==> src/rtl/param_regfile.sv <==
// param_regfile: two-read, one-write register file with a busy scoreboard and a walking clear.
// Define REGFILE_BYPASS_EN to forward an accepted write to a matching read port in the same cycle.
module param_regfile #(
    parameter int DATA_W = 16,
    parameter int ADDR_W = 4,
    parameter int ZERO_REG = 1
) (
    input  logic              clk,
    input  logic              rst_n,
    input  logic [ADDR_W-1:0] rd_addr1,
    input  logic [ADDR_W-1:0] rd_addr2,
    output logic [DATA_W-1:0] rd_data1,
    output logic [DATA_W-1:0] rd_data2,
    output logic              rd_busy1,
    output logic              rd_busy2,
    input  logic              wr_en,
    input  logic [ADDR_W-1:0] wr_addr,
    input  logic [DATA_W-1:0] wr_data,
    output logic              wr_ready,
    input  logic              sb_set,
    input  logic [ADDR_W-1:0] sb_addr,
    input  logic              clr_req,
    output logic              clr_busy,
    output logic              clr_done
);
    localparam int DEPTH = 1 << ADDR_W;
    localparam logic [1:0] IDLE = 2'd0, CLEAR = 2'd1, DONE = 2'd2;
    logic [DATA_W-1:0] regs [DEPTH];
    logic [DEPTH-1:0] busy;
    logic [1:0] state;
    logic [ADDR_W-1:0] ptr;
    logic wrAcc, byp1, byp2;

    function automatic logic isZero(input logic [ADDR_W-1:0] a);
        return ZERO_REG != 0 && a == '0;
    endfunction

    assign clr_busy = state == CLEAR;
    assign clr_done = state == DONE;
    assign wr_ready = !clr_busy;
    assign wrAcc = wr_en && wr_ready;

    always_ff @(posedge clk or negedge rst_n) begin
        if (!rst_n) begin
            state <= IDLE;
            ptr <= '0;
            busy <= '0;
            for (int i = 0; i < DEPTH; i++) regs[i] <= '0;
        end else begin
            state <= (state == IDLE && clr_req) ? CLEAR :
                     (state == CLEAR && ptr == '1) ? DONE :
                     (state == DONE) ? IDLE : state;
            ptr <= clr_busy ? ptr + ADDR_W'(1) : '0;
            if (clr_busy) begin
                regs[ptr] <= '0;
                busy[ptr] <= 1'b0;
            end
            if (wrAcc && !isZero(wr_addr)) regs[wr_addr] <= wr_data;
            if (wrAcc) busy[wr_addr] <= 1'b0;
            // placed after the write clear so a same-cycle mark wins
            if (sb_set && !clr_busy && !isZero(sb_addr)) busy[sb_addr] <= 1'b1;
        end
    end

`ifdef REGFILE_BYPASS_EN
    assign byp1 = wrAcc && wr_addr == rd_addr1;
    assign byp2 = wrAcc && wr_addr == rd_addr2;
`else
    assign byp1 = 1'b0;
    assign byp2 = 1'b0;
`endif

    assign rd_data1 = isZero(rd_addr1) ? '0 : byp1 ? wr_data : regs[rd_addr1];
    assign rd_data2 = isZero(rd_addr2) ? '0 : byp2 ? wr_data : regs[rd_addr2];
    assign rd_busy1 = !isZero(rd_addr1) && busy[rd_addr1];
    assign rd_busy2 = !isZero(rd_addr2) && busy[rd_addr2];
endmodule

==> config.mk <==
export PLATFORM = sky130hd
export DESIGN_NAME = param_regfile
export DESIGN_NICKNAME = d
export VERILOG_FILES = /design/src/rtl/param_regfile.sv
export SDC_FILE = /design/constraint.sdc
export NUM_CORES = 1
export LEC_CHECK = 0
export CORE_MARGIN = 8
export CORE_UTILIZATION = 50
export DETAILED_ROUTE_END_ITERATION = 6
export HOLD_SLACK_MARGIN = 0.05
export PLACE_DENSITY = 0.69
export SYNTH_ARGS = -nofsm -noshare
export SYNTH_HDL_FRONTEND = slang
export SYNTH_SLANG_ARGS = --single-unit
export TNS_END_PERCENT = 20
==> constraint.sdc <==
create_clock -name clk -period 2.8 [get_ports clk]
set_input_delay 0.42 -clock clk [delete_from_list [all_inputs] [get_ports clk]]
set_output_delay 0.42 -clock clk [all_outputs]
set_load 0.005 [all_outputs]
==> flow_summary.json, run 1 <==
{
  "outcome": "complete, no violations",
  "clockBufferDepth": 3,
  "synth-seq-cells": 261,
  "setup_viol": 0,
  "cp_max_fo": 16,
  "cts_tree": "yes",
  "startpoint": "rd_addr1[1]",
  "max_slew_margin_pct": 17.9,
  "fillCellCount": 2071,
  "cp_num_buf_inv": 5,
  "clock-sinks": 261,
  "async_flop_share_pct": 100,
  "worst_pin_slew_ps": 1230,
  "clock_latency_ps": 560,
  "grt_usage_pct": 28.4,
  "max_freq_mhz": 359,
  "num_vias": 10700,
  "fin_setup_tns_ps": 0,
  "cp.required_ps": 2380,
  "synth_area_sq_um": 13800,
  "die-area_sq_um": 33100,
  "synth-edff-count": 0,
  "viasPerCell": 7.36,
  "synth_cell_type_count": 43,
  "start_kind": "input port",
  "ioPinCount": 74,
  "ys.flop_type": "dfrtp_1",
  "synth_top_cell_area_share_pct": 47.4,
  "wl_per_cell_microns": 32.5,
  "first_iter_violations": 1326,
  "cp_slowest_cell": "clkdlybuf4s50_1",
  "cp.arrival_ps": 2370,
  "h-tree-depth": 1,
  "skew_ps": 23.5,
  "yosysWarnings": 0,
  "fin_util_pct": 61.8,
  "seq_area_frac_synth_pct": 47.4,
  "hold_viol_final": 0,
  "holdWs_ps": 292,
  "final_nets": 1142,
  "drive_gt1_share_pct": 31.3,
  "die_x_microns": 182,
  "hpwl_microns": 29300,
  "initial_utilization_pct": 51.0,
  "synth_cells": 990,
  "crit-reg2reg-launch": "state[1]",
  "root_buffer": "clkbuf_16",
  "setup_slack_ps": 15.0,
  "layout_commonest_cell": "dfrtp_1",
  "area_growth_pct": 21.1,
  "min_path_type": "in2async",
  "first_pass_iters": 5,
  "grt_overflow": 0,
  "avgSynthCellArea_sq_um": 13.9,
  "portBuffers": 73,
  "power_density_nw_per_um2": 883,
  "wl_microns": 47400,
  "worstSetupPathType": "in2out",
  "post-route-period-util_pct": 99.5,
  "gp_congestion": 0.894,
  "cap_violations": 0,
  "clk_pin_slew_worst_paths_ps": 60,
  "die_y_microns": 182,
  "design_power_total_mw": 14.7,
  "final_cell_mix": "dfrtp_1, a22o_1, mux4_2, buf_4, clkdlybuf4s50_1",
  "crit_chain": "buf_4, buf_12, buf_4, buf_12, mux4_2, a221o_1, clkdlybuf4s50_1",
  "grt_pass1_wl_microns": 71700,
  "antenna_found_initial": 1,
  "slowest_delay_ps": 470,
  "rsz0062_at_grt": "yes",
  "core_sq_um": 27000,
  "grt_pass1_vias": 11100,
  "rows": 60,
  "yosysTopAreaCell": "dfrtp_1",
  "ant_nets": 0,
  "grt_start_max_net_pins": 91,
  "p_leak_nw": 7.71,
  "numCtsBuffers": 29,
  "antenna_cells": 0,
  "dp_slack_ps": -101,
  "ys_top_cells_by_area": "dfrtp_1, mux4_2, a22o_1",
  "end_kind": "output port",
  "layout_min_cycle_time_ps": 2790,
  "path_delay_family": "buffers and inverters",
  "drcViolationCount": 0,
  "syn_nets": 1032,
  "ir_drop_mv": 0.736,
  "drv_slew": 0
}
[sequential cells by signal (all words and copies together) (netlist names)]
| register | cells |
|---|---|
| busy | 15 |
| ptr | 4 |
| regs | 240 |
| state | 2 |
[worst paths after layout]
kind,to,slack (ps),depth (start not counted)
min in group clk,busy[12],500,1
min,regs[163],290,2
max reg2reg,regs[199],320,6
min reg2reg,busy[12],500,1
max in group asynchronous,regs[186],1740,3
max,rd_data1[1],10,7
[worst reg2reg max path, cell delays in order (launching register included)]
cell	delay (ps)
dfrtp_1	380
nand2b_2	190
inv_2	350
buf_4	270
nor4bb_4	70
a21oi_2	890
a22o_1	270
[metal layers]
| metal | vias up | wire length, microns | GRT usage [%] | part of all wire, % |
|---|---|---|---|---|
| met3 | 137 | 4420 | 5.50 | 9.3 |
| met4 | 0 | 2400 | 13.6 | 5.1 |
| li1 | 4286 | - | - | - |
| met1 | 5620 | 18700 | 38.2 | 39 |
| met5 | - | 0 | 0 | 0 |
| met2 | 705 | 21900 | 43.8 | 46 |
[power breakdown]
part	internal [mW]	total [mW]	leakage, nW	switching, mW
sequential	5.15	6.31	3.55	1.16
combinational	2.72	4.69	3.70	1.97
clock	2.19	3.75	0.465	1.56
total	10.1	14.7	7.71	4.69
[repair_timing]
item | in CTS | in global routing
setup endpoints to repair | 31 | 14
setup buffers | 3 | 0
endpoints found under the hold margin | 44 | 0
hold buffers | 1 | 0
gates cloned | 1 | 0
resized for setup | 30 | 16
[metrics by stage]
| step | instances | area (sq um) |
|---|---|---|
| floorplan | 990 | 13800 |
| global placement | 1405 | 15600 |
| detailed placement | 1405 | 15600 |
| CTS | 1460 | 16600 |
| global route | 1460 | 16700 |
| finish | 1460 | 16700 |
[logic make-up (layout without fill, tap and decap cells)]
logic type | count (synthesis) | count (layout) | share of synthesized area (%)
buffers and inverters | 121 | 250 | 4.25
adders and majority gates | 5 | 5 | 0.454
muxes | 140 | 140 | 19.7
AOI/OAI and AO/OA | 343 | 343 | 21.9
xor gates and xnor gates | 2 | 2 | 0.127
and+or+nand+nor | 118 | 118 | 6.23
DFF | 261 | 261 | 47.4
[Yosys cell counts, drive strengths merged (5+ instances only)]
master	n
o2bb2ai	12
nand2	7
buf	63
inv	6
mux4	102
a22o	240
a221o	30
nor3	35
nor4bb	5
dfrtp	261
a21oi	21
clkbuf	52
ha	5
a221oi	32
mux2	34
nor4b	7
nor2b	36
[final cells by class]
type                    instances  area (sq um)  area share [%]
clock buffers                  40           847            5.07
clock inverters                10          85.1           0.510
inverters                       6          22.5           0.135
multi-input cells             608          6800            40.7
flip-flops and latches        261          6530            39.1
well taps                     341           427            2.56
repair buffers                194          1980            11.9
(Power assumes the default switching activity.)
==> run 2, diff against run 1 <==
--- a/config.mk
+++ b/config.mk
@@ -7,6 +7,7 @@
 export LEC_CHECK = 0
 export CORE_MARGIN = 8
 export CORE_UTILIZATION = 50
+export CTS_BUF_LIST = sky130_fd_sc_hd__clkbuf_8
 export DETAILED_ROUTE_END_ITERATION = 6
 export HOLD_SLACK_MARGIN = 0.05
 export PLACE_DENSITY = 0.69
==> run 2 against run 1 <==
Net effect:
- the flow now finishes with violations (setup timing)
- worst hold slack got worse by 1.8 ps
- cell count rose by 2.0%
- via count rose by 0.79%
- sequential share of layout area barely moved
- wire length rose by 0.29%
- core utilization rose by 0.079 points
- critical path depth rose by 1
- sequential cell count did not move
- first-iteration DRC count fell by 1.1%
- count of clock-buffer cells in the layout rose by 16
- combinational power barely moved
==> flow_summary.json, run 2 (synthesis results as in run 1) <==
{
  "h-tree-depth": 2,
  "cap_violations": 0,
  "num_vias": 10800,
  "layout_commonest_cell": "dfrtp_1",
  "grt_pass1_wl_microns": 71700,
  "violations": "setup timing",
  "numCtsBuffers": 45,
  "root_buffer": "clkbuf_8",
  "core_sq_um": 27000,
  "switching_share_pct": 31.9,
  "grt_pass1_vias": 11200,
  "post-route-period-util_pct": 101,
  "rows": 60,
  "setup_viol": 1,
  "area_growth_pct": 21.2,
  "layout_min_cycle_time_ps": 2810,
  "crit_chain": "clkdlybuf4s50_1, buf_12, buf_4, buf_4, a221oi_2, nor3_1, a221o_1, clkdlybuf4s50_1",
  "skew_ps": 20.9,
  "drv_slew": 0,
  "wl_per_cell_microns": 31.9,
  "cts_tree": "yes",
  "setup_slack_ps": -14.1,
  "top_regs": "regs: 240 flops, busy: 15 flops, ptr: 4 flops",
  "outcome": "finished with violations",
  "start_kind": "input port",
  "final_cell_mix": "dfrtp_1, a22o_1, mux4_2, buf_4, clkbuf_8",
  "intPower_mw": 10.1,
  "ant_nets": 0,
  "grt_usage_pct": 28.5,
  "drive_gt1_share_pct": 32.4,
  "first_iter_violations": 1312,
  "final_nets": 1158,
  "design_power_total_mw": 14.8,
  "clkPwrFrac_pct": 26.1,
  "antenna_found_initial": 0,
  "power_frac_comb_pct": 31.4,
  "grt_overflow": 0,
  "max_freq_mhz": 355,
  "rsz0062_at_grt": "yes",
  "antenna_cells": 0,
  "portBuffers": 73,
  "cp.required_ps": 2380,
  "worst_pin_slew_ps": 1260,
  "regMostFlops": "regs",
  "cp_max_fo": 14,
  "min_path_type": "in2async",
  "clockBufferDepth": 3,
  "ir_drop_mv": 0.527,
  "die_x_microns": 182,
  "clock-sinks": 261,
  "initial_utilization_pct": 51.0,
  "pwr-share-seq_pct": 42.5,
  "die-area_sq_um": 33100,
  "clk_pin_slew_worst_paths_ps": 60,
  "first_pass_iters": 6,
  "p_leak_nw": 7.73,
  "gp_congestion": 0.894,
  "grt_start_max_net_pins": 91,
  "fin_setup_tns_ps": -14.1,
  "ioPinCount": 74,
  "wl_microns": 47500,
  "cp.arrival_ps": 2390,
  "max_slew_margin_pct": 16.0,
  "fin_util_pct": 61.8,
  "die_y_microns": 182,
  "dp_slack_ps": -101,
  "worstSetupPathType": "in2out",
  "cp_slowest_cell": "clkdlybuf4s50_1",
  "hold_viol_final": 0,
  "slowest_delay_ps": 460,
  "end_kind": "output port",
  "p_switching_mw": 4.73,
  "drcViolationCount": 0,
  "hpwl_microns": 29300,
  "power_density_nw_per_um2": 888,
  "clock_latency_ps": 570,
  "largest_reg_flops": 240,
  "viasPerCell": 7.28
}
run 2: changes by cell type in the layout (fill, tap and decap cells not counted), moves of 2 or more:
cell and delta:
clkbuf_8 +48, clkbuf_16 -29, inv_1 +10, bufinv_16 +4, dlymetal6s2s_1 -4, clkbuf_1 -3, dlygate4sd2_1 +3, buf_4 +2
inv_6 -2
run 2: cell type report:
class / instances / area (sq um)
timing repair buffer: 194 / 1940
clock buffer: 56 / 771
clock inverter: 23 / 230
inverter: 6 / 22.5
multi-input combinational: 608 / 6790
fill: 2081 / 10300
tap: 341 / 427
sequential: 261 / 6530
run 2: worst paths after layout:
kind | start | end | slack, ps | cells after the start
hold / removal | rst_n | regs[163] | 290 | 2
min in group clk | busy[12] | busy[12] | 510 | 1
max in group asynchronous | rst_n | regs[42] | 1760 | 3
setup / recovery | rd_addr2[3] | rd_data2[12] | -10 | 8
hold reg to reg | busy[12] | busy[12] | 510 | 1
setup reg to reg | state[1] | regs[203] | 320 | 6
run 2: per-stage QoR:
step           hold WS [ps]  cell area [sq um]  cells
2_1_floorplan           124              13800    990
3_3_place_gp            272              15600   1405
3_5_place_dp            270              15600   1405
4_1_cts                 266              16600   1485
5_1_grt                 296              16700   1489
6_report                290              16700   1489
run 2: timing repair:
action / in CTS / in global routing
hold buffers: 1 / 0
buffers inserted: 0 / 4
hold endpoints to repair: 99 / 0
setup endpoints to repair: 33 / 11
resized for setup: 30 / 15
run 2: routing by layer:
metal  vias to the layer above  part of all wire, %  global-route usage [%]
li1                       4334                    -                       -
met1                      5648                   39                    38.1
met2                       712                   46                    43.7
met3                       139                  9.6                    5.94
met4                         0                  4.8                    14.1
met5                         -                    0                       0
run 2: power by group through the flow:
| stage | clock network, mW | logic [mW] | registers [mW] |
|---|---|---|---|
| 2_1_floorplan | 0 | 3.30 | 5.89 |
| 3_3_place_gp | 0 | 4.58 | 6.21 |
| 3_5_place_dp | 0 | 4.69 | 6.25 |
| 4_1_cts | 3.92 | 4.65 | 6.23 |
| 5_1_grt | 4.08 | 4.95 | 6.43 |
| 6_report | 3.88 | 4.67 | 6.31 |
run 2: worst max-delay path, delay by kind of cell:
family / cells / cell delay (ps)
and+or+nand+nor: 1 / 100
buffers and inverters: 5 / 1390
AOI/OAI and AO/OA: 2 / 490
==> run 3, diff against run 2 <==
--- a/config.mk
+++ b/config.mk
@@ -5,7 +5,6 @@
 export SDC_FILE = /design/constraint.sdc
 export NUM_CORES = 1
 export LEC_CHECK = 0
-export CORE_MARGIN = 8
 export CORE_UTILIZATION = 50
 export CTS_BUF_LIST = sky130_fd_sc_hd__clkbuf_8
 export DETAILED_ROUTE_END_ITERATION = 6
==> run 3 against run 2 <==
Net effect:
- the run now ends clean
- worst setup slack gained 23 ps
- clock power grew 2%
- sequential share of layout area grew 0.073 points
- cell area shrank 0.19%
- register-to-register slack gained 110 ps
- wire length shrank 3.3%
- sequential cell count is the same
- die area shrank 15%
- fmax grew 0.83%
- sequential power is essentially flat
- non-clock buffer count shrank 18
- core utilization shrank 0.12 points
- critical path type is now reg2out
- highest routed layer unchanged
==> flow_summary.json, run 3 (synthesis results as in run 1) <==
{
  "outcome": "complete, no violations",
  "ant_nets": 0,
  "p_leak_nw": 7.75,
  "area_growth_pct": 21.0,
  "first_pass_iters": 5,
  "gp_congestion": 0.893,
  "end_kind": "output port",
  "clock_latency_ps": 570,
  "reg2reg_slack_ps": 430,
  "grt_usage_pct": 33.6,
  "power_density_nw_per_um2": 896,
  "layout_min_cycle_time_ps": 2790,
  "grt_overflow": 0,
  "drcViolationCount": 0,
  "final_cell_mix": "dfrtp_1, a22o_1, mux4_2, buf_4, clkbuf_8",
  "h-tree-depth": 2,
  "start_kind": "flip-flop",
  "cp_max_fo": 3,
  "grt_start_max_net_pins": 67,
  "ir_drop_mv": 0.521,
  "die_y_microns": 168,
  "worstSetupPathType": "reg2out",
  "max_freq_mhz": 358,
  "portBuffers": 73,
  "clock-sinks": 261,
  "grt_pass1_wl_microns": 70400,
  "regMostFlops": "regs",
  "viasPerCell": 7.37,
  "clockBufferDepth": 3,
  "final_nets": 1140,
  "hpwl_microns": 28700,
  "worst_pin_slew_ps": 1120,
  "post-route-period-util_pct": 99.7,
  "antenna_cells": 0,
  "largest_reg_flops": 240,
  "dp.cells": 1389,
  "antenna_found_initial": 0,
  "setup_viol": 0,
  "rsz0062_at_grt": "yes",
  "final_cells": 1474,
  "min_path_type": "in2async",
  "rows": 60,
  "grt_pass1_vias": 11000,
  "max_slew_margin_pct": 25.3,
  "root_buffer": "clkbuf_8",
  "dp_slack_ps": -262,
  "ioPinCount": 74,
  "cp.arrival_ps": 2370,
  "cap_violations": 0,
  "first_iter_violations": 1249,
  "cp.required_ps": 2380,
  "cts_tree": "yes",
  "die-area_sq_um": 28200,
  "fin_setup_tns_ps": 0,
  "setup_slack_ps": 9.12,
  "clk_pin_slew_worst_paths_ps": 70,
  "wl_microns": 45900,
  "skew_ps": 19.8,
  "numCtsBuffers": 45,
  "layout_commonest_cell": "dfrtp_1",
  "holdWs_ps": 387,
  "hold_viol_final": 0,
  "fin_util_pct": 61.7,
  "drv_slew": 0,
  "core_sq_um": 27000,
  "drive_gt1_share_pct": 32.2,
  "die_x_microns": 168,
  "num_vias": 10900,
  "initial_utilization_pct": 51.0,
  "wl_per_cell_microns": 31.2,
  "top_regs": "regs: 240 flops, busy: 15 flops, ptr: 4 flops"
}
-- run 3: cell types whose count changed in the layout (fill, tap and decap cells not counted), moves of 2 or more --
cell,before,now
a221oi_1,26,19
a221oi_2,6,13
buf_4,95,78
buf_6,7,4
clkbuf_8,56,60
clkdlybuf4s50_1,37,35
clkinv_2,7,4
dlygate4sd2_1,22,19
dlymetal6s2s_1,8,13
inv_6,0,2
nor2b_1,36,34
nor2b_2,0,2
-- run 3: timing repair --
item / 4_1_cts / 5_1_grt
hold buffers: 1 / 0
gates cloned: 0 / 0
hold endpoints to repair: 62 / 0
gates resized for setup: 38 / 17
pin swaps: 1 / 1
setup endpoints to repair: 28 / 15
setup buffers: 0 / 2
-- run 3: cell type report --
class,instances,area [sq um]
clock inverter,22,206
timing repair buffer,176,1830
fill,2075,10300
sequential,261,6530
clock buffer,60,826
tap,341,427
inverter,6,22.5
multi-input combinational,608,6850
-- run 3: stage by stage --
step           instance area [sq um]  power, mW
2_1_floorplan                  13800       9.19
3_3_place_gp                   15500       10.8
3_5_place_dp                   15500       10.9
4_1_cts                        16600       14.9
5_1_grt                        16700       15.6
6_report                       16700       15.0
-- run 3: layer usage --
metal | wire length [microns] | vias up | global-route usage [%]
met5 | 0 | - | 0
met4 | 2660 | 0 | 17.9
met2 | 19900 | 779 | 47.6
met3 | 4740 | 159 | 7.22
li1 | - | 4297 | -
met1 | 18600 | 5631 | 48.6
-- run 3: path summary, 6_finish.rpt --
kind                       depth (start not counted)  startpoint      endpoint
max reg2reg                                        7    state[1]     regs[142]
min in group clk                                   1   regs[136]     regs[136]
min reg2reg                                        1   regs[136]     regs[136]
max                                                5   regs[235]  rd_data2[11]
max in group asynchronous                          3       rst_n     regs[203]
min                                                2       rst_n      regs[42]
-- run 3: critical path, cell delays in order (launching register included) --
cell	delay (ps)
dfrtp_1	400
mux2_2	290
a221oi_2	250
nor3_1	110
a221o_1	280
clkdlybuf4s50_1	450
-- run 3: power breakdown --
group	switching [mW]	total [mW]	internal (mW)
clock	1.67	3.96	2.29
combinational	1.97	4.67	2.70
sequential	1.17	6.32	5.15
